### src/rtl/branch_predictor.sv
// Direct-mapped branch target buffer with per-entry saturating direction
// counters. Lookup is combinational on pc; training happens on the rising
// edge when upd_en is asserted. hit_cnt and mispred_cnt are wrapping
// 32-bit statistics counters.
module branch_predictor #(
  parameter int DEPTH = 16,
  parameter int CNT_W = 2,
  parameter int PC_W  = 32
) (
  input  logic            clk,
  input  logic            reset,
  input  logic [PC_W-1:0] pc,
  output logic            pred_taken,
  output logic [PC_W-1:0] pred_pc,
  input  logic            upd_en,
  input  logic [PC_W-1:0] upd_pc,
  input  logic            upd_taken,
  input  logic [PC_W-1:0] upd_target,
  input  logic            upd_mispredict,
  output logic [31:0]     hit_cnt,
  output logic [31:0]     mispred_cnt
);

  localparam int IDX_W = $clog2(DEPTH);
  localparam int TAG_W = PC_W - IDX_W - 2;

  // Weakly not-taken: MSB clear, remaining bits set (0 when CNT_W=1).
  localparam logic [CNT_W-1:0] CNT_WNT = {CNT_W{1'b1}} >> 1;
  // Weakly taken: only the MSB set (1 when CNT_W=1).
  localparam logic [CNT_W-1:0] CNT_WT  = CNT_W'(1) << (CNT_W - 1);

  logic             r_valid  [DEPTH];
  logic [TAG_W-1:0] r_tag    [DEPTH];
  logic [PC_W-1:0]  r_target [DEPTH];
  logic [CNT_W-1:0] r_cnt    [DEPTH];

  logic [31:0] r_hit_cnt;
  logic [31:0] r_mispred_cnt;

  logic [IDX_W-1:0] w_idx;
  logic [TAG_W-1:0] w_tag;
  logic             w_hit;

  logic [IDX_W-1:0] w_uidx;
  logic [TAG_W-1:0] w_utag;
  logic             w_uhit;
  logic [CNT_W-1:0] w_ucnt;

  assign w_idx  = pc[IDX_W+1:2];
  assign w_tag  = pc[PC_W-1:IDX_W+2];
  assign w_uidx = upd_pc[IDX_W+1:2];
  assign w_utag = upd_pc[PC_W-1:IDX_W+2];
  assign w_ucnt = r_cnt[w_uidx];

  assign hit_cnt     = r_hit_cnt;
  assign mispred_cnt = r_mispred_cnt;

  // Lookup: reads current (pre-update) table state, so a same-cycle
  // update to the same index is not visible until the next cycle.
  always_comb begin
    w_hit      = r_valid[w_idx] && (r_tag[w_idx] == w_tag);
    w_uhit     = r_valid[w_uidx] && (r_tag[w_uidx] == w_utag);
    pred_taken = w_hit && r_cnt[w_idx][CNT_W-1];
    pred_pc    = pred_taken ? r_target[w_idx] : (pc + PC_W'(4));
  end

  // Table training and statistics; reset overrides any same-cycle update.
  always_ff @(posedge clk) begin
    if (reset) begin
      for (int unsigned i = 0; i < DEPTH; i++) begin
        r_valid[i[IDX_W-1:0]]  <= 1'b0;
        r_tag[i[IDX_W-1:0]]    <= '0;
        r_target[i[IDX_W-1:0]] <= '0;
        r_cnt[i[IDX_W-1:0]]    <= CNT_WNT;
      end
      r_hit_cnt     <= '0;
      r_mispred_cnt <= '0;
    end else if (upd_en) begin
      if (w_uhit) begin
        r_hit_cnt <= r_hit_cnt + 32'd1;
        if (upd_taken) begin
          if (w_ucnt != '1) r_cnt[w_uidx] <= w_ucnt + CNT_W'(1);
          r_target[w_uidx] <= upd_target;
        end else if (w_ucnt != '0) begin
          r_cnt[w_uidx] <= w_ucnt - CNT_W'(1);
        end
      end else if (upd_taken) begin
        r_valid[w_uidx]  <= 1'b1;
        r_tag[w_uidx]    <= w_utag;
        r_target[w_uidx] <= upd_target;
        r_cnt[w_uidx]    <= CNT_WT;
      end
      if (upd_mispredict) r_mispred_cnt <= r_mispred_cnt + 32'd1;
    end
  end

endmodule

### config.mk
export PLATFORM = sky130hd
export DESIGN_NAME = branch_predictor
export DESIGN_NICKNAME = d
export VERILOG_FILES = /design/src/rtl/branch_predictor.sv
export SDC_FILE = /design/constraint.sdc
export NUM_CORES = 2
export LEC_CHECK = 0
export CORE_ASPECT_RATIO = 1.4
export CORE_MARGIN = 3
export CORE_UTILIZATION = 56
export CTS_BUF_LIST = sky130_fd_sc_hd__clkbuf_16
export CTS_CLUSTER_DIAMETER = 100
export DETAILED_ROUTE_END_ITERATION = 6
export HOLD_SLACK_MARGIN = 0.12
export PLACE_DENSITY = 0.77
export SKIP_LAST_GASP = 1
export SYNTH_ARGS = -nofsm -noshare
export SYNTH_HDL_FRONTEND = slang
export SYNTH_SLANG_ARGS = --single-unit
### constraint.sdc
create_clock -name clk -period 7.56 [get_ports clk]
set_input_delay 2.268 -clock clk [delete_from_list [all_inputs] [get_ports clk]]
set_output_delay 2.268 -clock clk [all_outputs]
set_load 0.01 [all_outputs]
==> impl_metrics.csv <==
group,metric,value,unit
min_path,hp-class,"register to register",
finish,final.fill_count,6501,
clocking,postCtsHoldBufs,0,
critical_path,reg2reg_slack,3.23,ns
sta,fin_crit_sh,108,%
route,vias_per_cell,7.10,
min_path,hold_start,"r_valid[4]$_DFF_P_",
grt,grt_pass1_vias,36700,
yosys,synth.ff_latch_count,1040,
sta,setup_viol,33,
yosys,synth_edf_count,960,
yosys,yosysSeqAreaShare,56.6,%
critical_path,cp-end-kind,"output port",
finish,drive_above_1_share,21.5,%
clocking,clock_path_buffers,3,
critical_path,critPathKind,"primary input to output port",
clocking,cts.sinks,1040,
critical_path,cp_max_fo,8,
route,first_pass_iters,7,
finish,multi_input_area,0.0217,sq mm
die,die-height,373,um
critical_path,cpLargestDelayFamily,"multiplexers",
route,vias,37200,
critical_path,rr_worst_depth,9,
route,drc_errors,7,
clocking,ctsHtreeMaxLevel,3,
yosys,async_flop_share,0,%
die,die-area,0.0998,sq mm
yosys,synth_area_per_cell,14.3,sq um
finish,nNetsFinal,4035,
critical_path,crit_required,5.29,ns
critical_path,cp_cell_sequence,"buf_16 > buf_12 > buf_12 > mux4_4 > mux4_2 > xnor2_2 > buf_4 > nor4bb_4 > nand2_1 > or4b_4 > buf_12 > buf_12 > mux2_4 > buf_6",
placed_design,gp_congestion,0.948,
route,ant_nets,0,
grt,grt_start_max_net_pins,241,
sta,maxSlewViolCount,0,
sta,rsz0062_at_grt,"yes",
clocking,cts_tree,"done",
clocking,insertion_delay,0.72,ns
clocking,cts_buffers,98,
critical_path,crit_arrival,5.86,ns
critical_path,worstReg2RegStart,"r_tag[14][16]$_SDFFCE_PN0P_",
placed_design,post-place-cells,5026,
route,drt_wl_total,175000,um
yosys,ys.flop_type,"edfxtp_1",
yosys,syn_inst,3767,
clocking,clkTransAtPathRegs,0.07,ns
placed_design,dp_hpwl,101000,um
critical_path,start_kind,"primary input",
sta,finClkSkew,0.0450,ns
outcome,status,"finished with violations",
critical_path,cp_common_cell,"buf_12",
outcome,violations,"DRC, setup timing",
grt,grt_first_pass_wirelength,250000,um
yosys,synth_fp_nets,3871,
finish,regArea,0.0304,sq mm
route,drtIter0Drc,6018,
placed_design,dp_worst_setup_slack,-0.986,ns
pwr,total_power,13.2,mW
critical_path,r2r_end,"r_tag[0][23]$_SDFFCE_PN0P_",
pwr,power.density,215,mW/mm^2
finish,area_growth,14.6,%
clocking,cts_root_buffer,"clkbuf_16",
sta,final_hold_viol_count,0,
die,initial_core_util,56.9,%
sta,final.setup.worst_slack,-0.570,ns
critical_path,cpPeakStageDelay,0.68,ns
pwr,p_leak,23.4,nW
sta,finalCriticalPeriod,8.13,ns
min_path,hold_depth,1,
grt,grt_overflow_total,0,
route,post_drt_wl_per_cell,33.3,um
sta,worst_pin_slew,1.25,ns
die,io_pins,198,
sta,slew_headroom,16.5,%
sta,fmax,123,MHz
placed_design,portBuffers,195,
die,die_w,268,um
yosys,syn_area,0.0538,sq mm
die,core,0.0945,sq mm
critical_path,cp_slowest_cell,"mux4_4",
min_path,whs_endpoint,"r_valid[4]$_DFF_P_",
flow_run,max_cap_violations,0,
yosys,yosys_warnings,0,
grt,antenna_found_initial,11,
grt,track_usage,35.1,%
pwr,peakVddDrop,184,uV
yosys,synthDistinctLibCells,71,
finish,stdcell_count,5240,
critical_path,path_buf_inv,7,
die,core.rowCount,133,
-- what timing repair did --
item,in CTS,in global routing
gates resized for setup,151,17
cloned,3,0
setup endpoints to repair,33,33
pin swaps,9,6
buffers inserted,20,2
-- metal layers --
metal  track usage (%)  share of wire (%)  wire length (um)  vias to the layer above
met2              54.4                 46             80300                     3140
met3              9.59                 14             24000                      772
met1              43.9                 33             57400                    18400
met5                 0             0.0057                10                        -
li1                  -                  -                 -                    14900
met4              22.2                7.4             13000                        2
-- report_power, final --
group / switching (mW) / total [mW] / internal, mW
clock network: 2.22 / 4.95 / 2.73
logic: 0.890 / 1.58 / 0.690
registers: 0.119 / 6.68 / 6.56
-- per-stage QoR --
step | hold WS (ns) | setup TNS [ns] | util, % | instance area, sq um
6_report | 0.493 | -17.26 | 65.1 | 61600
2_1_floorplan | 0.443 | 0 | - | 53800
3_5_place_dp | 0.463 | -31.33 | 61.4 | 58000
4_1_cts | 0.483 | -15.68 | 65.1 | 61500
5_1_grt | 0.506 | -19.12 | 65.1 | 61500
3_3_place_gp | 0.464 | -31.69 | 61.4 | 58000
-- area by class of cell --
class | count | area share (%)
well taps | 1215 | 2.47
inverters | 29 | 0.177
flip-flops and latches | 1040 | 49.4
repair buffers | 460 | 7.43
clock inverters | 77 | 1.02
clock buffers | 102 | 4.15
multi-input cells | 2302 | 35.3
diodes | 15 | 0.0610
-- cells in the final DEF, fill, tap and decap left out, types with 54 or more instances in the layout --
cell type        count
dfxtp_1             80
and2_1             537
edfxtp_1           960
mux2i_1            100
and3_1             436
inv_1               54
nand2_1            119
mux4_2             283
mux4_1              78
nand3_1             74
buf_4              218
clkbuf_16          102
nor2_1              75
clkdlybuf4s50_1    153
-- cells by family after synthesis --
| family | Yosys count | synth area share, % |
|---|---|---|
| DFF | 1040 | 56.6 |
| buffers and inverters | 425 | 3.68 |
| xor gates and xnor gates | 99 | 1.64 |
| adders and majority gates | 3 | 0.0698 |
| AOI/OAI and AO/OA | 257 | 3.52 |
| muxes | 518 | 19.0 |
| and+or+nand+nor | 1425 | 15.4 |
-- Yosys cell counts, types with 7 or more instances --
cell        n  area, sq um
buf_1      27          101
dfxtp_1    80         1600
o22ai_1     9         56.3
nor4_1     21          131
nor2_1     92          345
a31oi_1     8         50.1
nand4_1    30          188
mux2_4     29          435
nor2b_1    13         81.3
mux4_1     86         2260
mux4_2    275         6190
o311ai_0   18          158
a22oi_1    27          203
mux2_2     26          293
and2_1    538         3370
buf_2      36          180
o211ai_1   18          135
clkbuf_8    8          110
inv_1      27          101
a311o_1    17          170
mux2i_1   100         1000
o21bai_1   16          120
buf_6      11          124
buf_12      7          140
nand2b_1    8         50.1
xor2_1     36          315
nand2_1   120          450
and3_1    436         2730
or2_2      34          213
buf_4      16          120
o21ai_0    46          230
nor3_1     25          125
a21oi_1    20          100
o41ai_1    17          149
xnor2_1    61          534
or3_1      10         62.6
a21o_1     17          128
nand3_1    74          370
a221oi_1   11         96.3
edfxtp_1  960        28800
or4_1      11         82.6
clkbuf_1  291         1090
-- how the worst max path moves through the flow --
stage,startpoint,end,cells after the start
2_1_floorplan,pc[2],pred_pc[9],10
3_3_place_gp,pc[2],pred_pc[28],13
3_5_place_dp,pc[2],pred_pc[27],13
4_1_cts,pc[2],pred_pc[21],14
5_1_grt,pc[2],pred_pc[21],14
6_report,pc[2],pred_pc[29],14
-- registers in the layout (all words and copies together) (netlist names) --
| name | cells |
|---|---|
| hit_cnt | 32 |
| mispred_cnt | 32 |
| r_cnt | 32 |
| r_tag | 416 |
| r_target | 512 |
| r_valid | 16 |
-- worst reg2reg max path, delay by kind of cell, from the launching register on --
family / cells / cell delay (ns)
multiplexers: 2 / 0.65
AND/OR/NAND/NOR: 2 / 0.92
buffers and inverters: 2 / 0.67
flip-flops: 1 / 0.40
AO/OA/AOI/OAI: 2 / 0.86
XOR/XNOR: 1 / 0.60
Power figures use the tool's default switching activity.
